<file path="src/rtl/tone_period_meter.sv">
// Measures period (rise to rise) and high time (rise to fall) of a clk-synchronous tone.
// Define TPM_SYNC_EN to add a two-flop synchronizer so f_in may be asynchronous.
module tone_period_meter #(
  parameter int WIDTH = 16
) (
  input  logic             clk,
  input  logic             reset,
  input  logic             f_in,
  input  logic             clr,
  output logic [WIDTH-1:0] period,
  output logic [WIDTH-1:0] high_time,
  output logic             valid,
  output logic             locked,
  output logic             ovf
);

  typedef enum logic {
    IDLE    = 1'b0,
    MEASURE = 1'b1
  } state_t;

  localparam logic [WIDTH-1:0] CNT_MAX = '1;

  state_t           state_q, state_d;
  logic [WIDTH-1:0] cnt_q, cnt_d;
  logic [WIDTH-1:0] period_q, period_d;
  logic [WIDTH-1:0] high_q, high_d;
  logic             valid_q, valid_d;
  logic             locked_q, locked_d;
  logic             ovf_q, ovf_d;
  logic             f_src;
  logic             f_q, f_qq;
  logic             rise, fall;

`ifdef TPM_SYNC_EN
  logic sync1_q, sync2_q;

  always_ff @(posedge clk or negedge reset) begin
    if (!reset) begin
      sync1_q <= 1'b0;
      sync2_q <= 1'b0;
    end else begin
      sync1_q <= f_in;
      sync2_q <= sync1_q;
    end
  end

  assign f_src = sync2_q;
`else
  assign f_src = f_in;
`endif

  // Edge-detect flops keep sampling through clr so no edge is fabricated afterwards.
  always_ff @(posedge clk or negedge reset) begin
    if (!reset) begin
      f_q  <= 1'b0;
      f_qq <= 1'b0;
    end else begin
      f_q  <= f_src;
      f_qq <= f_q;
    end
  end

  assign rise = f_q & ~f_qq;
  assign fall = ~f_q & f_qq;

  always_comb begin
    state_d  = state_q;
    cnt_d    = cnt_q;
    period_d = period_q;
    high_d   = high_q;
    valid_d  = 1'b0;
    locked_d = locked_q;
    ovf_d    = ovf_q;
    if (clr) begin
      state_d  = IDLE;
      cnt_d    = '0;
      period_d = '0;
      high_d   = '0;
      locked_d = 1'b0;
      ovf_d    = 1'b0;
    end else begin
      case (state_q)
        IDLE: begin
          if (rise) begin
            state_d = MEASURE;
            cnt_d   = WIDTH'(1);
          end
        end
        MEASURE: begin
          // A rise on the timeout cycle still counts as a measurement.
          if (rise) begin
            period_d = cnt_q;
            valid_d  = 1'b1;
            locked_d = 1'b1;
            ovf_d    = 1'b0;
            cnt_d    = WIDTH'(1);
          end else if (cnt_q == CNT_MAX) begin
            ovf_d    = 1'b1;
            locked_d = 1'b0;
            state_d  = IDLE;
            cnt_d    = '0;
          end else begin
            cnt_d = cnt_q + WIDTH'(1);
            if (fall) high_d = cnt_q;
          end
        end
        default: begin
          state_d = IDLE;
          cnt_d   = '0;
        end
      endcase
    end
  end

  always_ff @(posedge clk or negedge reset) begin
    if (!reset) begin
      state_q  <= IDLE;
      cnt_q    <= '0;
      period_q <= '0;
      high_q   <= '0;
      valid_q  <= 1'b0;
      locked_q <= 1'b0;
      ovf_q    <= 1'b0;
    end else begin
      state_q  <= state_d;
      cnt_q    <= cnt_d;
      period_q <= period_d;
      high_q   <= high_d;
      valid_q  <= valid_d;
      locked_q <= locked_d;
      ovf_q    <= ovf_d;
    end
  end

  assign period    = period_q;
  assign high_time = high_q;
  assign valid     = valid_q;
  assign locked    = locked_q;
  assign ovf       = ovf_q;

endmodule
</file>
<file path="config.mk">
export PLATFORM = sky130hd
export DESIGN_NAME = tone_period_meter
export DESIGN_NICKNAME = d
export VERILOG_FILES = /design/src/rtl/tone_period_meter.sv
export SDC_FILE = /design/constraint.sdc
export NUM_CORES = 1
export LEC_CHECK = 0
export BUFFER_PORTS_ARGS = -buffer_cell sky130_fd_sc_hd__buf_2
export CORE_MARGIN = 5
export CORE_UTILIZATION = 50
export CTS_BUF_LIST = sky130_fd_sc_hd__clkbuf_16
export DETAILED_ROUTE_END_ITERATION = 10
export GPL_TIMING_DRIVEN = 1
export MAX_ROUTING_LAYER = met4
export PLACE_DENSITY = 0.81
export REMOVE_ABC_BUFFERS = 1
export SYNTH_ARGS = -nofsm -noshare
export SYNTH_HDL_FRONTEND = slang
export SYNTH_SLANG_ARGS = --single-unit
export TNS_END_PERCENT = 30
</file>
<file path="constraint.sdc">
create_clock -name clk -period 1.9 [get_ports clk]
set_input_delay 0.285 -clock clk [delete_from_list [all_inputs] [get_ports clk]]
set_output_delay 0.285 -clock clk [all_outputs]
set_load 0.05 [all_outputs]
</file>
**Word-level counts from Yosys, hierarchy flattened**

Cells that the tools add are included.

- Register bits after elaboration: 54
- Input bits: 4
- Output and inout port bits: 35
- Logic and storage cells: 54

- Add/sub/neg operators: 1
- Eq/ne operators: 4
- Muxes and demuxes: 28
- Bitwise gates (word level): 5
- Reduce and logical (&&, ||, !) cells: 7

Operators with widths:

| cell | count |
|---|---|
| $mux W16 | 12 |
| $pmux W16 S2 | 1 |
| $add A16 B1 Y16 const B | 1 |
| $eq A16 B16 Y1 const B | 1 |
| $mux W1 | 14 |
| $reduce_bool A2 Y1 | 3 |
| $ne A2 B2 Y1 const B | 2 |
| $reduce_and A2 Y1 | 2 |
| $reduce_and A4 Y1 | 1 |
| $ne A3 B3 Y1 const B | 1 |
| $not A1 Y1 | 3 |
| $reduce_bool A3 Y1 | 1 |
| $and A1 B1 Y1 | 2 |
| $pmux W1 S2 | 1 |

**Depth between registers and ports, before layout**

Gate-level depths: netlist (run 1).

- Depth in word-level cells: 7
- Depth in mapped cells: 7
- Mapped depth without buffers: 5

**Least setup slack after synthesis (run 1)**

No wires, ideal clock.

- Kind: flip-flop to flip-flop
- Start: reg cnt_q[0]
- End: reg cnt_q[13]
- Setup time: 0.069 ns
- Arrival: 1.761 ns
- Required time: 1.831 ns
- Slack: 0.070 ns
- Stages on the path, launching flop included: 7
- Buffers on the path: 1
- Period minus slack after synthesis: 1.830 ns
- Path through: dfrtp_1 ha_1 and4_1 and4_1 buf_2 or4b_1 nand3_1

- Longest elaborated chain between the ends: 5
- Elaborated cells between the ends (all ways): 6
- Classes of those cells: 1 x add/sub; 1 x eq/ne; 4 x mux

RTL lines:

| element | line | RTL |
|---|---|---|
| start: declaration | 25 | `logic [WIDTH-1:0] cnt_q, cnt_d;` |
| start signal: assignment | 127 | `cnt_q <= cnt_d;` |
| $add A16 B1 Y16 or $eq A16 B16 Y1 (tied branches) | 104, 98 |  |
| $mux W16 * | 98 | `end else if (cnt_q == CNT_MAX) begin` |
| $mux W16 * | 92 | `if (rise) begin` |
| $pmux W16 S2 * | 83 | `case (state_q)` |
| $mux W16 * | 75 | `if (clr) begin` |

Every way passes the cells marked *; elsewhere a longest branch is shown, timed or not.
A chain may end at the register's enable or synchronous reset.

**Final worst setup path (run 1)**

- Start: reg cnt_q[0]
- End: reg cnt_q[12]

The elaborated chain is that of the path after synthesis.

==> metrics, run 1 <==
WHS=0.0958 ns; Worst Tran Pin Value=0.689 ns; CP Launch Point=cnt_q[0]$_DFFE_PN0P_; Final Core Density=62.6%; Synth area leaders=dfrtp_1 53%, mux2i_1 6.3%, nand2_1 5.6%; IO Pins=39; TNS Setup=0 ns; initial antenna violation count=0; pin count of the biggest net entering global routing=55; synthesized area per cell=10.6 sq um; worst hold start=f_in; die width=81.1 um; WL final=6.10 mm; Detailed Place HPWL=4.25 mm; count of pins over their slew limit=0; worst hold-check path type=in -> reg; #FFs+latches synth=54; Synth Area in Adders=0.495%; Critical Path Max Stage Delay=0.54 ns; Final Skew=0.00442 ns; Ant. Diodes=0; die extent in y=81.1 um; Max Freq=554 MHz; overall power=2.16 mW; leading area contributor after synthesis=dfrtp_1; CP max FO=4; synth cell count leaders=54 x dfrtp_1, 38 x nand2_1, 18 x nand3_1, 16 x a22o_1, 16 x mux2i_1; routed via count=2100; min cycle time layout=1.80 ns; Reg clk slew, reported paths=0.06 ns; post-synthesis mux area share=6.34%; MaxCap Viol Count=0; Req. time, crit path=2.11 ns; maximum root-to-sink buffer count=2; count leader, synth=dfrtp_1; Slew headroom=53.7%; FF-to-FF End=cnt_q[12]$_DFFE_PN0P_; gpl congestion=0.894; mapped cell area=2530 sq um; complex-gate fraction of the synthesized area=11.6%; Lkg Pwr=1.45 nW; asr flop ratio synth=100%; Synth top area share=53.5%; total CTS buffers=5; Residual DRC=0; area grow syn2layout=19.4%; Max VDD drop=0.000561 V; Nets=293; share of layout cells above drive strength 1=26.7%; crit path DAT=2.01 ns; grt ovf=0; vias in the first global route=1973; Die Area=6580 sq um; final hold violations=0; EDFF count, synth=0; Synth Area in XOR/XNOR=1.39%; Hold Path Sink=f_q$_DFF_PN0_; Root Driver=clkbuf_16; crit path kind=reg -> reg; cell family with most CP delay=simple AND/OR/NAND/NOR gates; CTS tree=done; critical path launch point type=flop; DRT Pass-1 Iters=4; Worst R2R Path Depth=5; post-synthesis sequential area ratio=53.5%; worst-path cell chain=ha_2, nand4_4, or4_4, or3_1, a21oi_1; largest family of logic cells by synthesized area=simple AND/OR/NAND/NOR gates; Starting Density=52.5%; depth of the CTS H-tree=2; Ys Warns=0; Top FF cell, synth=dfrtp_1; nature of the critical path endpoint=flop; clock sink count=54; core area=4820 sq um; post-synth cell types=46; Post-Synthesis Cells=238; status=complete, no violations; CP max-delay cell=or4_4; later-pin clock latency in the skew report=0.29 ns; endpoints failing setup=0; DR WL/cell=17.2 um; FP Rows=25; RSZ-0062 raised after global routing=no; Crit path buffers/inverters=0; Final period util=95.0%; Worst Hold Depth=1; Worst R2R Start=cnt_q[0]$_DFFE_PN0P_; Final ANT Viol Nets=0; Setup Fix Bufs, Post-CTS=0; Simple-Gate Fraction of Synth Area=21.8%; First DRT Iteration DRCs=286; Power per Cell Area=715 nW/um^2; first-pass GRT wire length=10.1 mm; gr usage total=20.8%; port bufs=38; Reg2Reg Setup Slack=0.1 ns; Via density=5.92
what timing repair did:
item	in CTS	in global routing
resized for setup	0	2
hold buffers	0	0
endpoints found under the setup margin	0	5
per-stage QoR:
stage                     cells  setup WS (ns)  instance area, sq um
final                       355         0.0958                  3020
after CTS                   355         0.0558                  3010
after floorplan             220         0.0840                  2420
after global placement      348          0.129                  2880
after global routing        355         0.0148                  3020
after detailed placement    348         0.0848                  2880
logic make-up after synthesis:
| family | Yosys count |
|---|---|
| AOI/OAI and AO/OA | 38 |
| xor gates and xnor gates | 4 |
| DFF | 54 |
| adders and majority gates | 1 |
| buffers and inverters | 23 |
| and+or+nand+nor | 102 |
| muxes | 16 |
flip-flops by register name, summed over array words and instances (netlist names):
| register | flops |
|---|---|
| cnt_q | 16 |
| high_time | 16 |
| period | 16 |
| f_q | 1 |
| f_qq | 1 |
| locked | 1 |
| ovf | 1 |
| state_q | 1 |
| valid | 1 |
placed cells by master, fill, tap and decap left out, types with 2 or more instances in the layout:
master | synthesis | routed
inv_1 | 4 | 6
o211ai_1 | 2 | 2
nor2b_1 | 2 | 2
xor2_1 | 2 | 2
nand2_1 | 38 | 38
a31oi_1 | 4 | 4
o21ai_0 | 3 | 3
a22o_1 | 16 | 16
mux2i_1 | 16 | 16
and4_1 | 5 | 5
nor4_1 | 3 | 3
clkbuf_16 | 0 | 5
a31o_2 | 2 | 2
nor3_1 | 4 | 4
nor2_1 | 9 | 8
nand4_1 | 8 | 8
a21oi_1 | 4 | 4
xnor2_1 | 2 | 2
buf_2 | 4 | 38
buf_4 | 1 | 22
nand3_1 | 18 | 18
dfrtp_1 | 54 | 54
or4_1 | 2 | 2
power by group:
part	internal, mW	switching (mW)	total [mW]	leakage (nW)
Clock	0.472	0.377	0.849	0.0723
Sequential	1.16	0.00635	1.17	0.747
Combinational	0.0382	0.105	0.143	0.629
layer usage:
layer	up-vias	part of all wire (%)	track usage (%)	routed length, um
li1	960	-	-	-
met1	1055	44	26.8	2660
met2	75	49	33.0	2980
met3	10	6.0	4.21	367
met4	0	1.6	6.42	96
met5	-	0	-	0
how the worst max path moves through the flow:
| stage | slack [ns] | to | cells after the start |
|---|---|---|---|
| 2_1_floorplan | 0.08 | cnt_q[12]$_DFFE_PN0P_ | 5 |
| 3_3_place_gp | 0.13 | cnt_q[12]$_DFFE_PN0P_ | 5 |
| 3_5_place_dp | 0.08 | cnt_q[12]$_DFFE_PN0P_ | 5 |
| 4_1_cts | 0.06 | cnt_q[12]$_DFFE_PN0P_ | 5 |
| 5_1_grt | 0.01 | cnt_q[12]$_DFFE_PN0P_ | 5 |
| 6_report | 0.1 | cnt_q[12]$_DFFE_PN0P_ | 5 |
worst reg2reg max path, stage by stage (launching register included):
cell and delay (ns):
dfrtp_1 0.35, ha_2 0.24, nand4_4 0.13, or4_4 0.54, or3_1 0.31, a21oi_1 0.15
area by class of cell:
type / instances / area [sq um]
clock buffer: 5 / 125
clock inverter: 2 / 7.51
fill: 423 / 1800
inverter: 5 / 18.8
multi-input combinational: 161 / 1060
sequential: 54 / 1350
tap: 67 / 83.8
timing repair buffer: 61 / 375
No activity file was read; power rests on OpenSTA's default activity.
==> run 2: changes to the inputs <==
CORE_UTILIZATION = 44   (was 50)
PLACE_DENSITY = 0.74   (was 0.81)
==> run 2 against run 1 <==
Clock power grew 3.4%. Register-to-register slack lost 0.02 ns. Cell count grew 1.4%. Sequential share of layout area fell by 0.48 points. Global-route usage fell by 3.0 points. Sequential power about the same.
==> metrics, run 2 (synthesis results as in run 1) <==
status=complete, no violations; depth of the CTS H-tree=2; clock sink count=54; area of the multi-input gates=1070 sq um; nature of the critical path endpoint=flop; core area=5540 sq um; Final period util=95.9%; Req. time, crit path=2.11 ns; Nets=292; Root Driver=clkbuf_16; critical path launch point type=flop; Critical Path Max Stage Delay=0.54 ns; vias in the first global route=1968; Final ANT Viol Nets=0; DR WL/cell=17.1 um; Finished Cell Area=3050 sq um; Residual DRC=0; Starting Density=45.6%; share of layout cells above drive strength 1=26.7%; Ant. Diodes=0; area grow syn2layout=20.7%; crit path kind=reg -> reg; gpl congestion=0.935; Power per Cell Area=721 nW/um^2; die width=85.8 um; register area=1350 sq um; Max Freq=549 MHz; Slew headroom=63.8%; Reg clk slew, reported paths=0.07 ns; Area after DPL=2880 sq um; Worst Tran Pin Value=0.542 ns; overall power=2.20 mW; port bufs=38; min cycle time layout=1.82 ns; CP max-delay cell=or4_4; initial antenna violation count=0; gr usage total=17.8%; DRT Pass-1 Iters=4; worst-path cell chain=ha_4, nand4_4, or4_4, or3_1, a21oi_1; Max VDD drop=0.000454 V; WL final=6.17 mm; final hold violations=0; maximum root-to-sink buffer count=2; First DRT Iteration DRCs=182; die extent in y=85.8 um; Final Skew=0.00793 ns; Setup Fix Bufs, Post-CTS=0; cell family with most CP delay=simple AND/OR/NAND/NOR gates; first-pass GRT wire length=10.1 mm; Via density=5.80; endpoints failing setup=0; worst hold-check path type=in -> reg; fill cell count=507; total CTS buffers=5; count of pins over their slew limit=0; FP Rows=27; grt ovf=0; Crit path buffers/inverters=0; IO Pins=39; MaxCap Viol Count=0; commonest non-fill, non-tap cell in the layout=dfrtp_1; pin count of the biggest net entering global routing=34; most frequent cells in the layout=54 x dfrtp_1, 38 x nand2_1, 38 x buf_2; routed via count=2089; crit path DAT=2.03 ns; Lkg Pwr=1.44 nW; Die Area=7360 sq um; CTS tree=done; Detailed Place HPWL=4.35 mm; CP max FO=4; later-pin clock latency in the skew report=0.29 ns
[run 2: cell count changes in the layout (fill, tap and decap cells not counted), sizes merged]
cell         previous run  this run
buf                    61        59
clkinv                  0         2
clkinvlp                0         1
dlygate4sd3             0         1
inv                     7         5
[run 2: worst register-to-register path: stages, from the launching register on]
cell and delay, ns:
dfrtp_1 0.40, ha_4 0.18, nand4_4 0.13, or4_4 0.54, or3_1 0.31, a21oi_1 0.18
[run 2: repair_timing]
action | in CTS | in global routing
hold buffers | 1 | 0
gates resized for setup | 0 | 3
endpoints found under the hold margin | 21 | 0
endpoints found under the setup margin | 0 | 3
[run 2: per-layer routing]
| layer | track usage [%] | part of all wire (%) | wire (um) |
|---|---|---|---|
| met1 | 23.8 | 44 | 2690 |
| met2 | 27.5 | 48 | 2960 |
| met3 | 2.98 | 6.3 | 388 |
| met4 | 6.19 | 2.1 | 131 |
| met5 | - | 0 | 0 |
[run 2: path summary, 6_finish.rpt]
check	startpoint	end	slack [ns]	depth (start not counted)
max	cnt_q[0]$_DFFE_PN0P_	cnt_q[12]$_DFFE_PN0P_	0.08	5
min in group asynchronous	reset	high_time[12]$_DFFE_PN0P_	0.51	2
min reg2reg	f_q$_DFF_PN0_	f_qq$_DFF_PN0_	0.42	0
max reg2reg	cnt_q[0]$_DFFE_PN0P_	cnt_q[12]$_DFFE_PN0P_	0.08	5
min	f_in	f_q$_DFF_PN0_	0.11	1
max in group asynchronous	reset	period[8]$_DFFE_PN0P_	0.83	3
[run 2: layout make-up]
cell class	instances	area share, %
clock buffers	5	4.10
inverters	5	0.615
well taps	72	2.95
multi-input cells	161	34.9
repair buffers	60	12.6
clock inverters	3	0.533
flip-flops and latches	54	44.3
[run 2: through the flow]
step / setup TNS, ns / hold slack (ns) / utilization, % / worst slack [ns] / instances
after floorplan: 0 / -0.0106 / - / 0.0840 / 220
after global placement: 0 / 0.286 / 52.1 / 0.136 / 351
after detailed placement: 0 / 0.301 / 52.1 / 0.0638 / 351
after CTS: 0 / 0.111 / 54.8 / 0.0445 / 360
after global routing: -0.000294 / 0.108 / 55.1 / -0.000294 / 360
final: 0 / 0.112 / 55.1 / 0.0785 / 360
[run 2: where the power goes]
part	switching [mW]	leakage, nW	internal [mW]	total, mW
Sequential	0.00818	0.747	1.16	1.17
Clock	0.396	0.0672	0.482	0.878
Combinational	0.108	0.626	0.0450	0.153
Total	0.513	1.44	1.69	2.20
==> run 3: changes to the inputs <==
--- a/config.mk
+++ b/config.mk
@@ -14,3 +14,3 @@
 export MAX_ROUTING_LAYER = met4
-export PLACE_DENSITY = 0.74
+export PLACE_DENSITY = 0.71
 export REMOVE_ABC_BUFFERS = 1
==> constraint.sdc (replaced) <==
create_clock -name clk -period 2.2 [get_ports clk]
set_input_delay 0.55 -clock clk [delete_from_list [all_inputs] [get_ports clk]]
set_output_delay 0.55 -clock clk [all_outputs]
set_load 0.05 [all_outputs]
==> run 3 against run 2 <==
Final area fell by 3.2%. Clock power fell by 16%. Clock skew fell by 0.0052 ns. Die area did not move. Wire length fell by 5.7%. First-iteration DRC count fell by 38%. Sequential share of layout area rose by 1.4 points. Core utilization fell by 1.7 points. Cell count fell by 2.8%. Worst setup slack improved by 0.12 ns. Register-to-register slack improved by 0.12 ns. Global-route usage fell by 0.088 points. Largest cell class unchanged. Highest routed layer unchanged.
==> metrics, run 3 (synthesis results as in run 1) <==
Via density=5.77; Starting Density=45.6%; Setup Fix Bufs, Post-CTS=0; routed via count=2020; DR WL/cell=16.6 um; RSZ-0062 raised after global routing=no; core area=5540 sq um; Ant. Diodes=0; CTS tree=done; Lkg Pwr=1.40 nW; later-pin clock latency in the skew report=0.29 ns; Residual DRC=0; Worst Tran Pin Value=0.540 ns; crit path kind=reg -> reg; die width=85.8 um; maximum root-to-sink buffer count=2; endpoints failing setup=0; Critical Path Max Stage Delay=0.55 ns; Nets=282; Req. time, crit path=2.41 ns; IO Pins=39; TNS Setup=0 ns; gpl congestion=0.896; Reg power frac=54.3%; Final ANT Viol Nets=0; Final period util=90.8%; critical path launch point type=flop; clock sink count=54; dpl cells=342; First DRT Iteration DRCs=113; Hold Buf Count CTS=0; Reg clk slew, reported paths=0.06 ns; Placement Setup Slack=0.257 ns; Slew headroom=63.7%; final cell count without fillers=350; crit path DAT=2.21 ns; area grow syn2layout=16.9%; nature of the critical path endpoint=flop; Crit path buffers/inverters=0; register area=1350 sq um; pin count of the biggest net entering global routing=55; count of pins over their slew limit=0; P_int=1.45 mW; MaxCap Viol Count=0; area of the multi-input gates=1050 sq um; Die Area=7360 sq um; worst-path cell chain=ha_1, nand4_4, or4_4, or3_1, a21oi_1; fill cell count=514; depth of the CTS H-tree=2; share of layout cells above drive strength 1=23.4%; switching power=0.418 mW; Area after DPL=2820 sq um; overall power=1.87 mW; Clock power frac=39.3%; Final Skew=0.00272 ns; first-pass GRT wire length=10.1 mm; Max Freq=500 MHz; Combinational Power Share=6.4%; status=complete, no violations; initial antenna violation count=0; Finished Cell Area=2950 sq um; FP Rows=27; DRT Pass-1 Iters=4; CP max-delay cell=or4_4; Detailed Place HPWL=4.06 mm; final worst slack=0.202 ns; port bufs=38; commonest non-fill, non-tap cell in the layout=dfrtp_1; WL final=5.82 mm; most frequent cells in the layout=54 x dfrtp_1, 38 x nand2_1, 38 x buf_2; Max VDD drop=0.000355 V; Net Sw Frac=22.4%; die extent in y=85.8 um; CP max FO=7; total CTS buffers=5; worst hold-check path type=in -> async; gr usage total=17.7%; final hold violations=0; cell family with most CP delay=simple AND/OR/NAND/NOR gates; min cycle time layout=2.00 ns; Power per Cell Area=632 nW/um^2; grt ovf=0; PostCTS Resize Cnt=0; Root Driver=clkbuf_16; vias in the first global route=2074
-- run 3: cell types whose count changed in the layout (fill, tap and decap cells not counted), sizes merged --
cell and change:
buf -9, clkinvlp -1, inv +1, dlygate4sd3 -1
-- run 3: power groups by stage --
| stage | Clock, mW | Combinational [mW] | Sequential (mW) |
|---|---|---|---|
| floorplan | 0 | 0.0469 | 1.04 |
| global placement | 0 | 0.120 | 1.03 |
| detailed placement | 0 | 0.120 | 1.03 |
| CTS | 0.752 | 0.120 | 1.01 |
| global route | 0.795 | 0.132 | 1.01 |
| finish | 0.734 | 0.119 | 1.01 |
-- run 3: worst register-to-register path, cell delays in order (launching register included) --
cell and delay (ns):
dfrtp_1 0.45, ha_1 0.30, nand4_4 0.14, or4_4 0.55, or3_1 0.33, a21oi_1 0.15
-- run 3: final timing paths --
path | start | endpoint | slack, ns | cells after the start
setup / recovery | cnt_q[0]$_DFFE_PN0P_ | cnt_q[12]$_DFFE_PN0P_ | 0.20 | 5
hold / removal | reset | high_time[12]$_DFFE_PN0P_ | 0.23 | 2
setup reg to reg | cnt_q[0]$_DFFE_PN0P_ | cnt_q[12]$_DFFE_PN0P_ | 0.20 | 5
hold reg to reg | f_q$_DFF_PN0_ | f_qq$_DFF_PN0_ | 0.43 | 0
max in group asynchronous | reset | f_qq$_DFF_PN0_ | 1.71 | 2
min in group clk | f_in | f_q$_DFF_PN0_ | 0.37 | 1
-- run 3: final cells by class --
cell class	instances	share of cell area, %
Clock buffer	5	4.24
Tap cell	72	3.05
Multi-Input combinational cell	161	35.6
Clock inverter	3	0.424
Timing Repair Buffer	50	10.3
Sequential cell	54	45.7
Inverter	5	0.635
-- run 3: per-layer routing --
metal / share of wire, % / GRT usage, % / up-vias
li1: - / - / 946
met1: 45 / 23.1 / 989
met2: 46 / 28.0 / 78
met3: 8.3 / 3.75 / 7
met4: 1.0 / 5.04 / 0
met5: 0 / - / -
-- run 3: per-stage QoR --
step	util, %	hold slack, ns
2_1_floorplan	-	0.254
3_3_place_gp	50.8	0.391
3_5_place_dp	50.8	0.415
4_1_cts	53.3	0.256
5_1_grt	53.3	0.266
6_report	53.3	0.234
